<file path="src/rtl/mips_cpu_mem_ctrl.sv">
// mips_cpu_mem_ctrl: memory-bus initiator for the multicycle MIPS core.
// Serves instruction fetches and load/store data accesses over an
// Avalon-style read/write/waitrequest bus. Fetched words go to the
// instruction register with a one-cycle ir_write strobe; loads are
// lane-extracted and sign/zero-extended; stores are lane-shifted with
// byteenables.
//
// Optional feature: define MEM_CTRL_TIMEOUT_EN to abort a bus access after
// TIMEOUT_CYCLES consecutive waitrequest cycles (completes with fault=1).
//
// Ports:
//   clk, reset         clock, synchronous active-high reset
//   fetch_req, pc      instruction fetch request and byte address
//   data_req, data_we, data_size, data_signed, data_addr, data_wdata
//                      data access request and attributes
//   address, read, write, byteenable, writedata, waitrequest, readdata
//                      Avalon-style bus
//   busy, done, fault  status; done/fault pulse for one cycle
//   ir_write           fetch completion strobe to the instruction register
//   mem_word           last fetched word
//   load_data          last extended load result
module mips_cpu_mem_ctrl #(
   parameter int unsigned TIMEOUT_CYCLES = 256
) (
   input  logic        clk,
   input  logic        reset,
   input  logic        fetch_req,
   input  logic [31:0] pc,
   input  logic        data_req,
   input  logic        data_we,
   input  logic [1:0]  data_size,
   input  logic        data_signed,
   input  logic [31:0] data_addr,
   input  logic [31:0] data_wdata,
   output logic [31:0] address,
   output logic        read,
   output logic        write,
   output logic [3:0]  byteenable,
   output logic [31:0] writedata,
   input  logic        waitrequest,
   input  logic [31:0] readdata,
   output logic        busy,
   output logic        done,
   output logic        fault,
   output logic        ir_write,
   output logic [31:0] mem_word,
   output logic [31:0] load_data
);

   localparam int unsigned DW  = 32;
   localparam int unsigned BEW = 4;

   typedef enum logic [1:0] {IDLE, FETCH, DATA, RESP} state_t;

   // Parameter sanity check at elaboration.
   if (TIMEOUT_CYCLES < 1) begin : g_bad_timeout
      $error("TIMEOUT_CYCLES must be at least 1");
   end

   state_t          state_q, state_d;
   logic [DW-1:0]   address_q, address_d;
   logic            read_q, read_d;
   logic            write_q, write_d;
   logic [BEW-1:0]  byteenable_q, byteenable_d;
   logic [DW-1:0]   writedata_q, writedata_d;
   logic            busy_q, busy_d;
   logic            done_q, done_d;
   logic            fault_q, fault_d;
   logic            ir_write_q, ir_write_d;
   logic [DW-1:0]   mem_word_q, mem_word_d;
   logic [DW-1:0]   load_data_q, load_data_d;
   // Attributes of the data access in flight
   logic [1:0]      lane_q, lane_d;
   logic [1:0]      size_q, size_d;
   logic            signed_q, signed_d;
   logic            we_q, we_d;

`ifdef MEM_CTRL_TIMEOUT_EN
   localparam int unsigned CNT_W = $clog2(TIMEOUT_CYCLES + 1);
   logic [CNT_W-1:0] cnt_q, cnt_d;
   logic             timeout_c;
   assign timeout_c = (cnt_q == CNT_W'(TIMEOUT_CYCLES - 1));
`endif

   // Lane enables for a data access of the given size at the given byte lane.
   function automatic logic [BEW-1:0] lane_mask(input logic [1:0] size,
                                                input logic [1:0] lane);
      logic [BEW-1:0] m;
      case (size)
         2'b00:   m = BEW'(4'b0001 << lane);
         2'b01:   m = lane[1] ? 4'b1100 : 4'b0011;
         default: m = 4'b1111;
      endcase
      return m;
   endfunction

   // Store data shifted into its lanes, unused lanes forced to 0.
   logic [BEW-1:0] req_be_c;
   logic [DW-1:0]  req_bitmask_c;
   logic [DW-1:0]  store_data_c;
   logic           data_misalign_c;

   always_comb begin
      req_be_c = lane_mask(data_size, data_addr[1:0]);
      for (int i = 0; i < int'(BEW); i++) begin
         req_bitmask_c[8*i +: 8] = {8{req_be_c[i]}};
      end
      store_data_c    = (data_wdata << {data_addr[1:0], 3'b000}) & req_bitmask_c;
      data_misalign_c = (data_size == 2'b11)
                     || (data_size == 2'b10 && data_addr[1:0] != 2'b00)
                     || (data_size == 2'b01 && data_addr[0]);
   end

   // Load lane extraction and extension using the recorded access attributes.
   logic [DW-1:0] rd_shift_c;
   logic [DW-1:0] load_ext_c;

   always_comb begin
      rd_shift_c = readdata >> {lane_q, 3'b000};
      case (size_q)
         2'b00:   load_ext_c = {{24{signed_q & rd_shift_c[7]}},  rd_shift_c[7:0]};
         2'b01:   load_ext_c = {{16{signed_q & rd_shift_c[15]}}, rd_shift_c[15:0]};
         default: load_ext_c = readdata;
      endcase
   end

   // Next-state and registered-output logic.
   always_comb begin
      state_d      = state_q;
      address_d    = address_q;
      read_d       = read_q;
      write_d      = write_q;
      byteenable_d = byteenable_q;
      writedata_d  = writedata_q;
      done_d       = 1'b0;
      fault_d      = 1'b0;
      ir_write_d   = 1'b0;
      mem_word_d   = mem_word_q;
      load_data_d  = load_data_q;
      lane_d       = lane_q;
      size_d       = size_q;
      signed_d     = signed_q;
      we_d         = we_q;
`ifdef MEM_CTRL_TIMEOUT_EN
      cnt_d        = cnt_q;
`endif

      case (state_q)
         IDLE: begin
`ifdef MEM_CTRL_TIMEOUT_EN
            cnt_d = '0;
`endif
            if (fetch_req) begin
               if (pc[1:0] != 2'b00) begin
                  state_d = RESP;
                  done_d  = 1'b1;
                  fault_d = 1'b1;
               end else begin
                  state_d      = FETCH;
                  read_d       = 1'b1;
                  address_d    = {pc[31:2], 2'b00};
                  byteenable_d = 4'b1111;
               end
            end else if (data_req) begin
               if (data_misalign_c) begin
                  state_d = RESP;
                  done_d  = 1'b1;
                  fault_d = 1'b1;
               end else begin
                  state_d      = DATA;
                  address_d    = {data_addr[31:2], 2'b00};
                  byteenable_d = req_be_c;
                  lane_d       = data_addr[1:0];
                  size_d       = data_size;
                  signed_d     = data_signed;
                  we_d         = data_we;
                  read_d       = ~data_we;
                  write_d      = data_we;
                  if (data_we) begin
                     writedata_d = store_data_c;
                  end
               end
            end
         end

         FETCH: begin
            if (!waitrequest) begin
               state_d    = RESP;
               read_d     = 1'b0;
               done_d     = 1'b1;
               ir_write_d = 1'b1;
               mem_word_d = readdata;
            end
`ifdef MEM_CTRL_TIMEOUT_EN
            else if (timeout_c) begin
               state_d = RESP;
               read_d  = 1'b0;
               done_d  = 1'b1;
               fault_d = 1'b1;
            end else begin
               cnt_d = cnt_q + CNT_W'(1);
            end
`endif
         end

         DATA: begin
            if (!waitrequest) begin
               state_d = RESP;
               read_d  = 1'b0;
               write_d = 1'b0;
               done_d  = 1'b1;
               if (!we_q) begin
                  load_data_d = load_ext_c;
               end
            end
`ifdef MEM_CTRL_TIMEOUT_EN
            else if (timeout_c) begin
               state_d = RESP;
               read_d  = 1'b0;
               write_d = 1'b0;
               done_d  = 1'b1;
               fault_d = 1'b1;
            end else begin
               cnt_d = cnt_q + CNT_W'(1);
            end
`endif
         end

         RESP: begin
            state_d = IDLE;
         end

         default: begin
            state_d = IDLE;
            read_d  = 1'b0;
            write_d = 1'b0;
         end
      endcase

      busy_d = (state_d != IDLE);
   end

   // State and output registers.
   always_ff @(posedge clk) begin
      if (reset) begin
         state_q      <= IDLE;
         address_q    <= '0;
         read_q       <= 1'b0;
         write_q      <= 1'b0;
         byteenable_q <= '0;
         writedata_q  <= '0;
         busy_q       <= 1'b0;
         done_q       <= 1'b0;
         fault_q      <= 1'b0;
         ir_write_q   <= 1'b0;
         mem_word_q   <= '0;
         load_data_q  <= '0;
         lane_q       <= '0;
         size_q       <= '0;
         signed_q     <= 1'b0;
         we_q         <= 1'b0;
`ifdef MEM_CTRL_TIMEOUT_EN
         cnt_q        <= '0;
`endif
      end else begin
         state_q      <= state_d;
         address_q    <= address_d;
         read_q       <= read_d;
         write_q      <= write_d;
         byteenable_q <= byteenable_d;
         writedata_q  <= writedata_d;
         busy_q       <= busy_d;
         done_q       <= done_d;
         fault_q      <= fault_d;
         ir_write_q   <= ir_write_d;
         mem_word_q   <= mem_word_d;
         load_data_q  <= load_data_d;
         lane_q       <= lane_d;
         size_q       <= size_d;
         signed_q     <= signed_d;
         we_q         <= we_d;
`ifdef MEM_CTRL_TIMEOUT_EN
         cnt_q        <= cnt_d;
`endif
      end
   end

   assign address    = address_q;
   assign read       = read_q;
   assign write      = write_q;
   assign byteenable = byteenable_q;
   assign writedata  = writedata_q;
   assign busy       = busy_q;
   assign done       = done_q;
   assign fault      = fault_q;
   assign ir_write   = ir_write_q;
   assign mem_word   = mem_word_q;
   assign load_data  = load_data_q;

endmodule

</file>
<file path="config.mk">
export PLATFORM = sky130hd
export DESIGN_NAME = mips_cpu_mem_ctrl
export DESIGN_NICKNAME = d
export VERILOG_FILES = /design/src/rtl/mips_cpu_mem_ctrl.sv
export SDC_FILE = /design/constraint.sdc
export NUM_CORES = 1
export LEC_CHECK = 0
export CAP_MARGIN = 30
export CORE_MARGIN = 4
export CORE_UTILIZATION = 46
export DETAILED_ROUTE_END_ITERATION = 7
export PLACE_DENSITY = 0.9
export SLEW_MARGIN = 0
export SYNTH_ARGS = -nofsm -noshare
export SYNTH_HDL_FRONTEND = slang
export SYNTH_SLANG_ARGS = --single-unit
</file>
<file path="constraint.sdc">
create_clock -name clk -period 3.35 [get_ports clk]
set_clock_uncertainty 0.15 [all_clocks]
set_input_delay 0.67 -clock clk [delete_from_list [all_inputs] [get_ports clk]]
set_output_delay 0.67 -clock clk [all_outputs]
set_load 0.02 [all_outputs]
</file>
==> tab_implementation.tex <==
\begin{tabular}{lr}
\hline
Metric & Value \\
\hline
\multicolumn{2}{l}{\textbf{Status}} \\
Result of the run & complete, no violations \\
\multicolumn{2}{l}{\textbf{Critical path}} \\
R2R Path End & load\_data[12] \\
CP cell instances & clkdlybuf4s50\_1 > buf\_4 > nor4b\_1 > a31oi\_1 > nor3\_2 > a22o\_1 \\
Data arrival time of the worst path & 2690 ps \\
CP Capture Type & register \\
Peak fanout along the critical path & 26 \\
Highest-delay cell along the critical path & sky130\_fd\_sc\_hd\_\_nor3\_2 \\
WS Path Type & input pin to register \\
Register-to-Register Setup Slack & 980 ps \\
Delay of the slowest cell on the worst path & 530 ps \\
Critical Path Source Type & input pin \\
Depth of the worst register-to-register path & 5 \\
Reg2Reg Launch Point & state\_q[0] \\
Endpoint required time on the critical path & 3560 ps \\
\multicolumn{2}{l}{\textbf{Power}} \\
Portion of total power attributed to sequential cells & 38.3\% \\
Power share of the combinational group & 22.3\% \\
Switching Fraction & 28.3\% \\
PwrDens & 511 nW/um\^{}2 \\
Worst-case vdd ir drop & 409 uV \\
Leakage Power & 3.64 nW \\
Net switching power & 1.42 mW \\
Internal power summed over all cells & 3.59 mW \\
Clock share of power & 39.4\% \\
\multicolumn{2}{l}{\textbf{Drt}} \\
Number of detailed-routing iterations run before antenna repair & 8 \\
Final routed DRC violation total & 0 \\
Average wire per standard cell & 19.1 um \\
Residual antenna-violating net count after detailed routing & 0 \\
Via density per instance & 5.65 \\
Via count & 6679 \\
Detailed-route wire length & 22.6 mm \\
Iteration-0 DRC count of the detailed router & 567 \\
\multicolumn{2}{l}{\textbf{Synthesis}} \\
List of most frequent post-synthesis cells & sky130\_fd\_sc\_hd\_\_dfxtp\_1, sky130\_fd\_sc\_hd\_\_nand2\_1, sky130\_fd\_sc\_hd\_\_nor2\_1, sky130\_fd\_sc\_hd\_\_a21oi\_1, sky130\_fd\_sc\_hd\_\_clkbuf\_1 \\
Most instantiated library cell after synthesis & sky130\_fd\_sc\_hd\_\_dfxtp\_1 \\
Average cell area after synthesis & 8.57 um\^{}2 \\
Cell types with the largest area share after synthesis & sky130\_fd\_sc\_hd\_\_dfxtp\_1, sky130\_fd\_sc\_hd\_\_a21oi\_1, sky130\_fd\_sc\_hd\_\_nand2\_1 \\
Post-synthesis cell type with the largest combined area & sky130\_fd\_sc\_hd\_\_dfxtp\_1 \\
Post-synthesis cell area & 6430 um\^{}2 \\
Proportion of register bits with asynchronous set or reset after synthesis & 0\% \\
Yosys warning total & 0 \\
Post-synth EDFFs & 0 \\
Share of synthesized area occupied by flip-flops and latches & 44.8\% \\
Most used DFF post-synth & sky130\_fd\_sc\_hd\_\_dfxtp\_1 \\
Yosys top cell area share & 44.8\% \\
Synth Instances & 750 \\
Post-synthesis sequential element count & 144 \\
Netlist cell types & 50 \\
\multicolumn{2}{l}{\textbf{Timing}} \\
Unrepaired setup endpoints after global routing & false \\
Final hold slack & 303 ps \\
Number of failing hold endpoints at the final stage & 0 \\
F\_max & 0.404 GHz \\
Final slew viol count & 0 \\
Crit path time final & 2470 ps \\
Slew of the pin with the lowest slew margin & 879 ps \\
Total Negative Setup Slacks & 0 ps \\
Period utilization & 73.9\% \\
Final-report setup violation count & 0 \\
Headroom to the max-slew limit & 41.0\% \\
\multicolumn{2}{l}{\textbf{GRT}} \\
Grt met2 use & 45.3\% \\
Maximum number of pins on one net before global-route repair & 60 \\
Met3 track demand over resource in global routing & 6.77\% \\
Number of global-route vias before repair & 6494 \\
Met1 layer usage reported by global route & 35.1\% \\
Most congested layer reported by global routing & met2 \\
Wire length of the first global-routing pass & 35.4 mm \\
Initial antenna violation count & 1 \\
Remaining global-route overflow & 0 \\
Global routing usage summed across all routing layers & 27.6\% \\
\multicolumn{2}{l}{\textbf{Floorplanning}} \\
Die height & 126 um \\
Starting density of the core & 47.8\% \\
Die ar. & 15900 um\^{}2 \\
Horiz. Die Dim & 126 um \\
Number of cell rows & 42 \\
IO Pins & 275 \\
Placeable core area & 13500 um\^{}2 \\
\multicolumn{2}{l}{\textbf{Clock network}} \\
Number of sinks handled by clock tree synthesis & 144 \\
Num CTS Buffers & 17 \\
Insertion delay to the later sink of the worst-skew pair & 420 ps \\
Clock-pin slew on the worst setup and hold paths & 70 ps \\
Hold\_buf cts & 0 \\
Number of H-tree levels & 4 \\
Number of gates resized after CTS & 0 \\
Number of setup buffers added after CTS & 0 \\
Master cell of the clock root buffer & sky130\_fd\_sc\_hd\_\_clkbuf\_16 \\
Maximum root-to-sink buffer count & 2 \\
TritonCTS clock tree & yes \\
\multicolumn{2}{l}{\textbf{Finish}} \\
Post-route standard cell area excluding fillers & 9800 um\^{}2 \\
Sequential standard cell area & 2880 um\^{}2 \\
Layout cells sized above 1 & 10.0\% \\
Number of fill cells in the layout & 1031 \\
Number of nets in the final layout & 1133 \\
Multi-input combinational cell area & 3200 um\^{}2 \\
Layout overhead on the synthesized area & 52.5\% \\
\multicolumn{2}{l}{\textbf{Placed design}} \\
Post-DP Area & 9190 um\^{}2 \\
Final HPWL from detailed placement & 16.2 mm \\
Last weighted congestion value of the routability-driven placer & 0.955 \\
Input/output buffers & 272 \\
\multicolumn{2}{l}{\textbf{Min path}} \\
Type of the most critical hold path & register to register \\
Hold path endpoint & mem\_word[5] \\
Critical hold path startpoint & mem\_word[5] \\
Count of cells along the worst hold path & 2 \\
\multicolumn{2}{l}{\textbf{Job}} \\
Number of max-capacitance violations reported & 0 \\
\hline
\end{tabular}
## metrics by stage
step                      utilization, %  power, mW  setup slack [ps]  cells
after floorplan                        -       2.53              1240    751
after global placement              68.3       3.04               552   1149
after detailed placement            68.3       3.06               468   1149
after CTS                           72.9       5.03               910   1181
after global routing                72.9       5.20               781   1182
final                               72.9       5.01               876   1182
## registers in the layout, summed over array words and instances (netlist names), 2 cells and up
register,cells
writedata,32
lane_q,2
address,30
byteenable,4
mem_word,32
load_data,32
size_q,2
state_q,2
## critical path, delay by kind of cell
family | cells | cell delay [ps]
AND/OR/NAND/NOR | 2 | 920
buffers and inverters | 2 | 760
AO/OA/AOI/OAI | 2 | 340
## kinds of logic (layout without fill, tap and decap cells)
kind of cell | after synthesis | count (layout) | share of synthesized area (%)
DFF | 144 | 144 | 44.8
and+or+nand+nor | 259 | 259 | 17.5
adders and majority gates | 4 | 4 | 0.779
AOI/OAI and AO/OA | 224 | 224 | 24.5
other | 1 | 3 | 0.0583
muxes | 40 | 40 | 6.58
xor gates and xnor gates | 1 | 1 | 0.136
buffers and inverters | 77 | 331 | 5.53
## cells in the final DEF (no fill, tap or decap), types with 3 or more instances in the layout
cell type and count:
sky130_fd_sc_hd__bufinv_16 3, sky130_fd_sc_hd__o221a_2 33, sky130_fd_sc_hd__buf_4 18, sky130_fd_sc_hd__o221ai_1 7
sky130_fd_sc_hd__o211ai_1 3, sky130_fd_sc_hd__a2bb2oi_1 8, sky130_fd_sc_hd__mux2i_1 31, sky130_fd_sc_hd__ha_1 4
sky130_fd_sc_hd__a31oi_1 4, sky130_fd_sc_hd__clkdlybuf4s50_1 270, sky130_fd_sc_hd__inv_1 10, sky130_fd_sc_hd__nand3_1 18
sky130_fd_sc_hd__clkbuf_16 17, sky130_fd_sc_hd__a22o_1 15, sky130_fd_sc_hd__nor2b_1 4, sky130_fd_sc_hd__a211oi_1 9
sky130_fd_sc_hd__a21o_1 3, sky130_fd_sc_hd__nand2_1 101, sky130_fd_sc_hd__o21ai_0 36, sky130_fd_sc_hd__nor3_1 12
sky130_fd_sc_hd__a21oi_1 86, sky130_fd_sc_hd__and3_1 17, sky130_fd_sc_hd__nor2_1 92, sky130_fd_sc_hd__a222oi_1 7
sky130_fd_sc_hd__nand2b_1 3, sky130_fd_sc_hd__clkinvlp_4 5, sky130_fd_sc_hd__dfxtp_1 144, sky130_fd_sc_hd__mux2_2 8
## power groups by stage
| stage | clock network (mW) | registers (mW) | logic (mW) |
|---|---|---|---|
| 2_1_floorplan | 0 | 2.08 | 0.447 |
| 3_3_place_gp | 0 | 1.95 | 1.09 |
| 3_5_place_dp | 0 | 1.95 | 1.11 |
| 4_1_cts | 2.00 | 1.92 | 1.12 |
| 5_1_grt | 2.07 | 1.93 | 1.19 |
| 6_report | 1.98 | 1.92 | 1.12 |
## worst max path at each step
stage                     to         start  slack, ps
2_1_floorplan  writedata[22]  data_addr[1]       1240
3_3_place_gp   load_data[15]   waitrequest        550
3_5_place_dp   writedata[30]  data_addr[1]        470
4_1_cts        writedata[31]  data_addr[1]        910
5_1_grt        writedata[31]  data_addr[1]        780
6_report       writedata[31]  data_addr[1]        880
## per-layer routing
layer,vias up,part of all wire [%]
li1,3171,-
met1,3148,41
met2,312,49
met3,48,7.3
met4,0,3.0
met5,-,0
## cell type report
type | count | area share [%]
inverters | 10 | 0.383
clock inverters | 12 | 1.62
diodes | 1 | 0.0255
clock buffers | 20 | 4.66
repair buffers | 289 | 29.0
well taps | 176 | 2.25
flip-flops and latches | 144 | 29.4
multi-input cells | 530 | 32.7
No activity file was read; power rests on OpenSTA's default activity.
